## config.mk

```make
export PLATFORM = sky130hd
export DESIGN_NAME = regfile_scoreboard
export DESIGN_NICKNAME = d
export VERILOG_FILES = /design/src/rtl/regfile_scoreboard.sv
export SDC_FILE = /design/constraint.sdc
export NUM_CORES = 2
export LEC_CHECK = 0
export CORE_MARGIN = 1
export CORE_UTILIZATION = 30
export DETAILED_ROUTE_END_ITERATION = 10
export GPL_TIMING_DRIVEN = 1
export HOLD_SLACK_MARGIN = 0.03
export PLACE_DENSITY = 0.46
export SYNTH_ARGS = -nofsm -noshare
export SYNTH_HDL_FRONTEND = slang
export SYNTH_SLANG_ARGS = --single-unit
```

## constraint.sdc

```tcl
create_clock -name clk -period 7.2 [get_ports clk]
set_input_delay 0.72 -clock clk [delete_from_list [all_inputs] [get_ports clk]]
set_output_delay 0.72 -clock clk [all_outputs]
set_load 0.03 [all_outputs]
```

## src/rtl/regfile_scoreboard.sv

```systemverilog
// regfile_scoreboard: integer register file with two combinational read ports,
// one synchronous write port and a per-register busy scoreboard used by decode
// to stall on pending producers.
// Optional feature: define REGFILE_BYPASS_EN for write-through forwarding of
// the writeback data and busy state onto the read ports in the write cycle.
module regfile_scoreboard #(
    parameter int XLEN     = 64,
    parameter int ADDR_W   = 5,
    parameter int ZERO_REG = 1
) (
    input  logic              clk,
    input  logic              rst_n,
    input  logic [ADDR_W-1:0] rd_addr_1,
    input  logic [ADDR_W-1:0] rd_addr_2,
    output logic [XLEN-1:0]   rd_data_1,
    output logic [XLEN-1:0]   rd_data_2,
    output logic              rd_busy_1,
    output logic              rd_busy_2,
    input  logic              wr_en,
    input  logic [ADDR_W-1:0] wr_addr,
    input  logic [XLEN-1:0]   wr_data,
    input  logic              issue_en,
    input  logic [ADDR_W-1:0] issue_rd,
    output logic [ADDR_W:0]   busy_count
);
    localparam int NREGS = 2**ADDR_W;

    logic [XLEN-1:0]            mem [NREGS];
    logic [NREGS-1:0]           busy;
    logic [ADDR_W:0]            count_q;
    logic                       wr_ok, iss_ok, set_real, clr_real;
    logic [1:0][ADDR_W-1:0]     ra;
    logic [1:0][XLEN-1:0]       rdv;
    logic [1:0]                 rbv;

    // Qualify strobes: register 0 swallows writes and issues when hardwired.
    // A real clear needs the register busy and no same-register issue this
    // edge (the new producer keeps it busy).
    always_comb begin
        wr_ok    = wr_en    && !((ZERO_REG != 0) && (wr_addr  == '0));
        iss_ok   = issue_en && !((ZERO_REG != 0) && (issue_rd == '0));
        set_real = iss_ok && !busy[issue_rd];
        clr_real = wr_ok && busy[wr_addr] && !(iss_ok && (issue_rd == wr_addr));
    end

    // Data array: cleared on reset, one write per edge.
    always_ff @(posedge clk or negedge rst_n) begin
        if (!rst_n) begin
            for (int i = 0; i < NREGS; i++) mem[i] <= '0;
        end else if (wr_ok) begin
            mem[wr_addr] <= wr_data;
        end
    end

    // Busy bits: writeback clears, issue sets; issue is ordered last so it
    // wins on a same-register collision.
    always_ff @(posedge clk or negedge rst_n) begin
        if (!rst_n) begin
            busy <= '0;
        end else begin
            if (wr_ok)  busy[wr_addr]  <= 1'b0;
            if (iss_ok) busy[issue_rd] <= 1'b1;
        end
    end

    // Busy counter tracks only real transitions, so it cannot wrap.
    always_ff @(posedge clk or negedge rst_n) begin
        if (!rst_n) begin
            count_q <= '0;
        end else begin
            case ({set_real, clr_real})
                2'b10:   count_q <= count_q + 1'b1;
                2'b01:   count_q <= count_q - 1'b1;
                default: count_q <= count_q;
            endcase
        end
    end

    assign ra = {rd_addr_2, rd_addr_1};

    // Read ports: array contents, optional same-cycle forwarding, zero-reg mask.
    always_comb begin
        rdv = '0;
        rbv = '0;
        for (int p = 0; p < 2; p++) begin
            rdv[p] = mem[ra[p]];
            rbv[p] = busy[ra[p]];
`ifdef REGFILE_BYPASS_EN
            if (wr_ok && (wr_addr == ra[p])) begin
                rdv[p] = wr_data;
                rbv[p] = iss_ok && (issue_rd == ra[p]);
            end
`endif
            if ((ZERO_REG != 0) && (ra[p] == '0)) begin
                rdv[p] = '0;
                rbv[p] = 1'b0;
            end
        end
    end

    assign rd_data_1  = rdv[0];
    assign rd_data_2  = rdv[1];
    assign rd_busy_1  = rbv[0];
    assign rd_busy_2  = rbv[1];
    assign busy_count = count_q;

endmodule

```

==> reports/qor.yml <==
nets: 6926
power_switching_share_pct: 28.4
setup.worst_path.class: "in -> out"
critical_path_arrival_ns: 4.62
synth_enable_flop_cells: 0
ir_worst_vdd_mv: 0.204
drcViolationCount: 0
internal-power_w: 0.0257
vias_per_cell: 5.69
drt-pass1-iter-count: 5
p_per_area_nw_per_um2: 286
grt_antenna_before_repair: 37
cp-endpoint: "rd_data_1[28]"
max_cap_viol_count: 0
cts.repair.resized: 0
timing.final.crit_period_ns: 5.34
cts_inserted_buffers: 240
layout_worst_path_cycle_share_pct: 74.2
power.static_leakage_nw: 52.6
worst-r2r-cell-count: 10
hp-start: "mem[2028]$_DFFE_PN0P_"
synth_cell_types: 72
total_power_w: 0.0359
core_region_area_um2: 366000
critical_path.startpoint: "rd_addr_1[0]"
detail-route-antenna-nets: 0
clock_tree.buffer_depth: 4
cts_tree: "yes"
fin_tns_setup_ns: 0
worst-path-max-fanout: 48
globalplace.congestion: 0.777
dp_hpwl_um: 228000
slew_violations: 0
syn2layout_area_growth_pct: 13.6
io-pin-count: 224
fillers: 34800
share_comb_of_total_power_pct: 22.0
power.switching_w: 0.0102
reg2reg_slack_ns: 3.79
area_of_the_multi_input_gates_um2: 55000
post_synthesis_sequential_element_count: 2085
global_route_wire_length_before_repair_um: 583000
postSynthCellCount: 6991
gr-total-overflow: 0
status: "complete, no violations"
drt-total-wl_um: 409000
timing.hold.worst.class: "reg -> reg"
critical_path.startpoint_type: "primary input"
reg2reg_from: "busy[19]$_DFF_PN0_"
synth_ff_type: "dfrtp_1"
ys_warn_count: 0
vias_in_the_first_global_route: 72100
die-height_um: 609
number_of_input_and_output_port_buffers_inserted: 223
detailedRoute.firstIterationViolations: 5229
routedWlPerCell_um: 34.5
chipWidth_um: 609
syn-cell-area_um2: 111000
register_area_um2: 52200
placement_row_count: 222
hold_violations: 0
clock-root-buffer: "clkbuf_16"
clk_lat_worst_skew_ns: 0.91
worstMarginPinSlew_ns: 1.27
initial_utilization_pct: 30.2
worstReg2RegEnd: "busy_count[5]$_DFFE_PN0P_"
grt_max_degree: 177
fmax_mhz: 187
sequentialPowerShare_pct: 43.3
synth.net_count: 7085
final-setup-viol-count: 0
critical_path_required_ns: 6.48
cp-end-kind: "output port"
global_route.usage.total_pct: 21.9
final.setup_skew_ns: 0.0121
via_count: 67500
post_synth.cell_area_avg_um2: 15.8
finalCoreUtilization_pct: 34.3
clock_sink_count: 2085
post_synthesis_sequential_area_ratio_pct: 47.2
cts_max_level: 4
async_reset_ff_share_pct: 100
share_of_post_route_cells_with_drive_strength_above_1_pct: 54.4
worst_setup_hold_path_clk_slew_ns: 0.06
share_clk_of_total_power_pct: 34.6
setup_repair_after_global_routing_missed_its_margin: "no"
fp.dieArea_um2: 371000
postCtsSetupRepairBufs: 0
timing.slew.headroom_pct: 14.8
## metal layers
| metal | track usage [%] | vias to the layer above | wire length (µm) |
|---|---|---|---|
| met5 | 0 | - | 115 |
| met4 | 6.29 | 20 | 13000 |
| met3 | 3.47 | 602 | 20800 |
| met2 | 35.9 | 1857 | 195000 |
| met1 | 29.9 | 38000 | 179000 |
| li1 | - | 27000 | - |
## repair_timing
action	in CTS	in global routing
endpoints found under the setup margin	0	0
hold buffers	1	0
hold endpoints to repair	115	0
## through the flow
stage	setup WS, ns	area [µm²]	hold slack, ns	std cells
5_1_grt	1.71	126000	0.381	11900
3_3_place_gp	1.75	118000	0.360	11400
6_report	1.86	126000	0.373	11900
4_1_cts	1.79	126000	0.377	11800
3_5_place_dp	1.80	118000	0.363	11400
2_1_floorplan	3.11	111000	0.424	6991
## sequential cells by signal, indices dropped and copies added, names as in the netlist
name,count
mem,2047
busy,32
busy_count,6
## power by group through the flow
stage / sequential (W) / combinational [W] / clock (W)
CTS: 0.0155 / 0.00801 / 0.0128
floorplan: 0.0152 / 0.00576 / 0
detailed placement: 0.0157 / 0.00798 / 0
finish: 0.0156 / 0.00791 / 0.0124
global placement: 0.0156 / 0.00786 / 0
global route: 0.0159 / 0.00842 / 0.0132
## critical path: stages
cell and delay (ns):
buf_8 0.47, buf_12 0.45, mux4_2 0.58, mux2i_1 0.72, a22oi_1 0.48, o31a_1 0.39, clkdlybuf4s50_1 0.67
## kinds of logic (layout without fill, tap and decap cells)
group,after synthesis,count (layout),share of synthesized area [%]
multiplexers,3370,3370,45.2
flip-flops,2085,2085,47.2
buffers and inverters,842,883,3.42
AO/OA/AOI/OAI,470,470,3.01
AND/OR/NAND/NOR,210,210,1.02
XOR/XNOR,8,8,0.0634
adder cells (fa/ha/maj),6,6,0.0747
other,0,10,0
## layout make-up
| type | instances | share of cell area (%) |
|---|---|---|
| multi-input cells | 4064 | 43.8 |
| flip-flops and latches | 2085 | 41.5 |
| repair buffers | 428 | 3.56 |
| inverters | 13 | 0.0428 |
| clock buffers | 370 | 5.71 |
| diodes | 10 | 0.0199 |
| clock inverters | 72 | 0.549 |
| well taps | 4816 | 4.80 |
## cells in the final DEF (no fill, tap or decap), types with 10 or more instances in the layout
cell / count
nor2b_1: 19
o21ai_0: 91
a221oi_1: 41
nor2_4: 18
or2_2: 10
a22oi_1: 93
o21ai_1: 46
mux2_1: 21
a22o_1: 16
mux2_2: 2079
mux2i_1: 178
clkbuf_16: 246
inv_1: 12
diode_2: 10
o22a_1: 11
buf_4: 153
buf_12: 51
clkbuf_1: 69
mux4_2: 1092
clkdlybuf4s50_1: 212
clkbuf_8: 56
o221ai_1: 35
nand2b_1: 14
nand2_1: 37
nand2_4: 17
o22ai_1: 25
bufinv_16: 11
nor2_1: 17
a21o_1: 23
clkinv_2: 50
dfrtp_1: 2085
a32oi_1: 20
nor3_1: 12
a21oi_1: 14
## synth_stat cells (all sizes together) (11+ instances only)
cell type  instances  share of area, %
a21o              23              0.16
a21oi             14             0.063
a221oi            41              0.32
a22o              16              0.13
a22oi             93              0.63
a32oi             20              0.16
buf              380               1.8
clkbuf           449               1.5
dfrtp           2085                47
inv               13             0.044
mux2            2100                21
mux2i            178               1.6
mux4            1092                22
nand2             56              0.19
nand2b            16             0.091
nor2              36              0.14
nor2b             26              0.15
nor3              12             0.054
o21ai            137              0.62
o221ai            35              0.28
o22a              11             0.087
o22ai             25              0.14
or2               11             0.062
## how the worst min path moves through the flow
stage	end	slack, ns	cells past startpoint
after floorplan	busy[0]$_DFF_PN0_	0.42	0
after global placement	mem[2021]$_DFFE_PN0P_	0.36	0
after detailed placement	mem[1997]$_DFFE_PN0P_	0.36	0
after CTS	mem[2023]$_DFFE_PN0P_	0.38	0
after global routing	mem[2001]$_DFFE_PN0P_	0.38	0
final	mem[2028]$_DFFE_PN0P_	0.37	0
(Power assumes the default switching activity.)
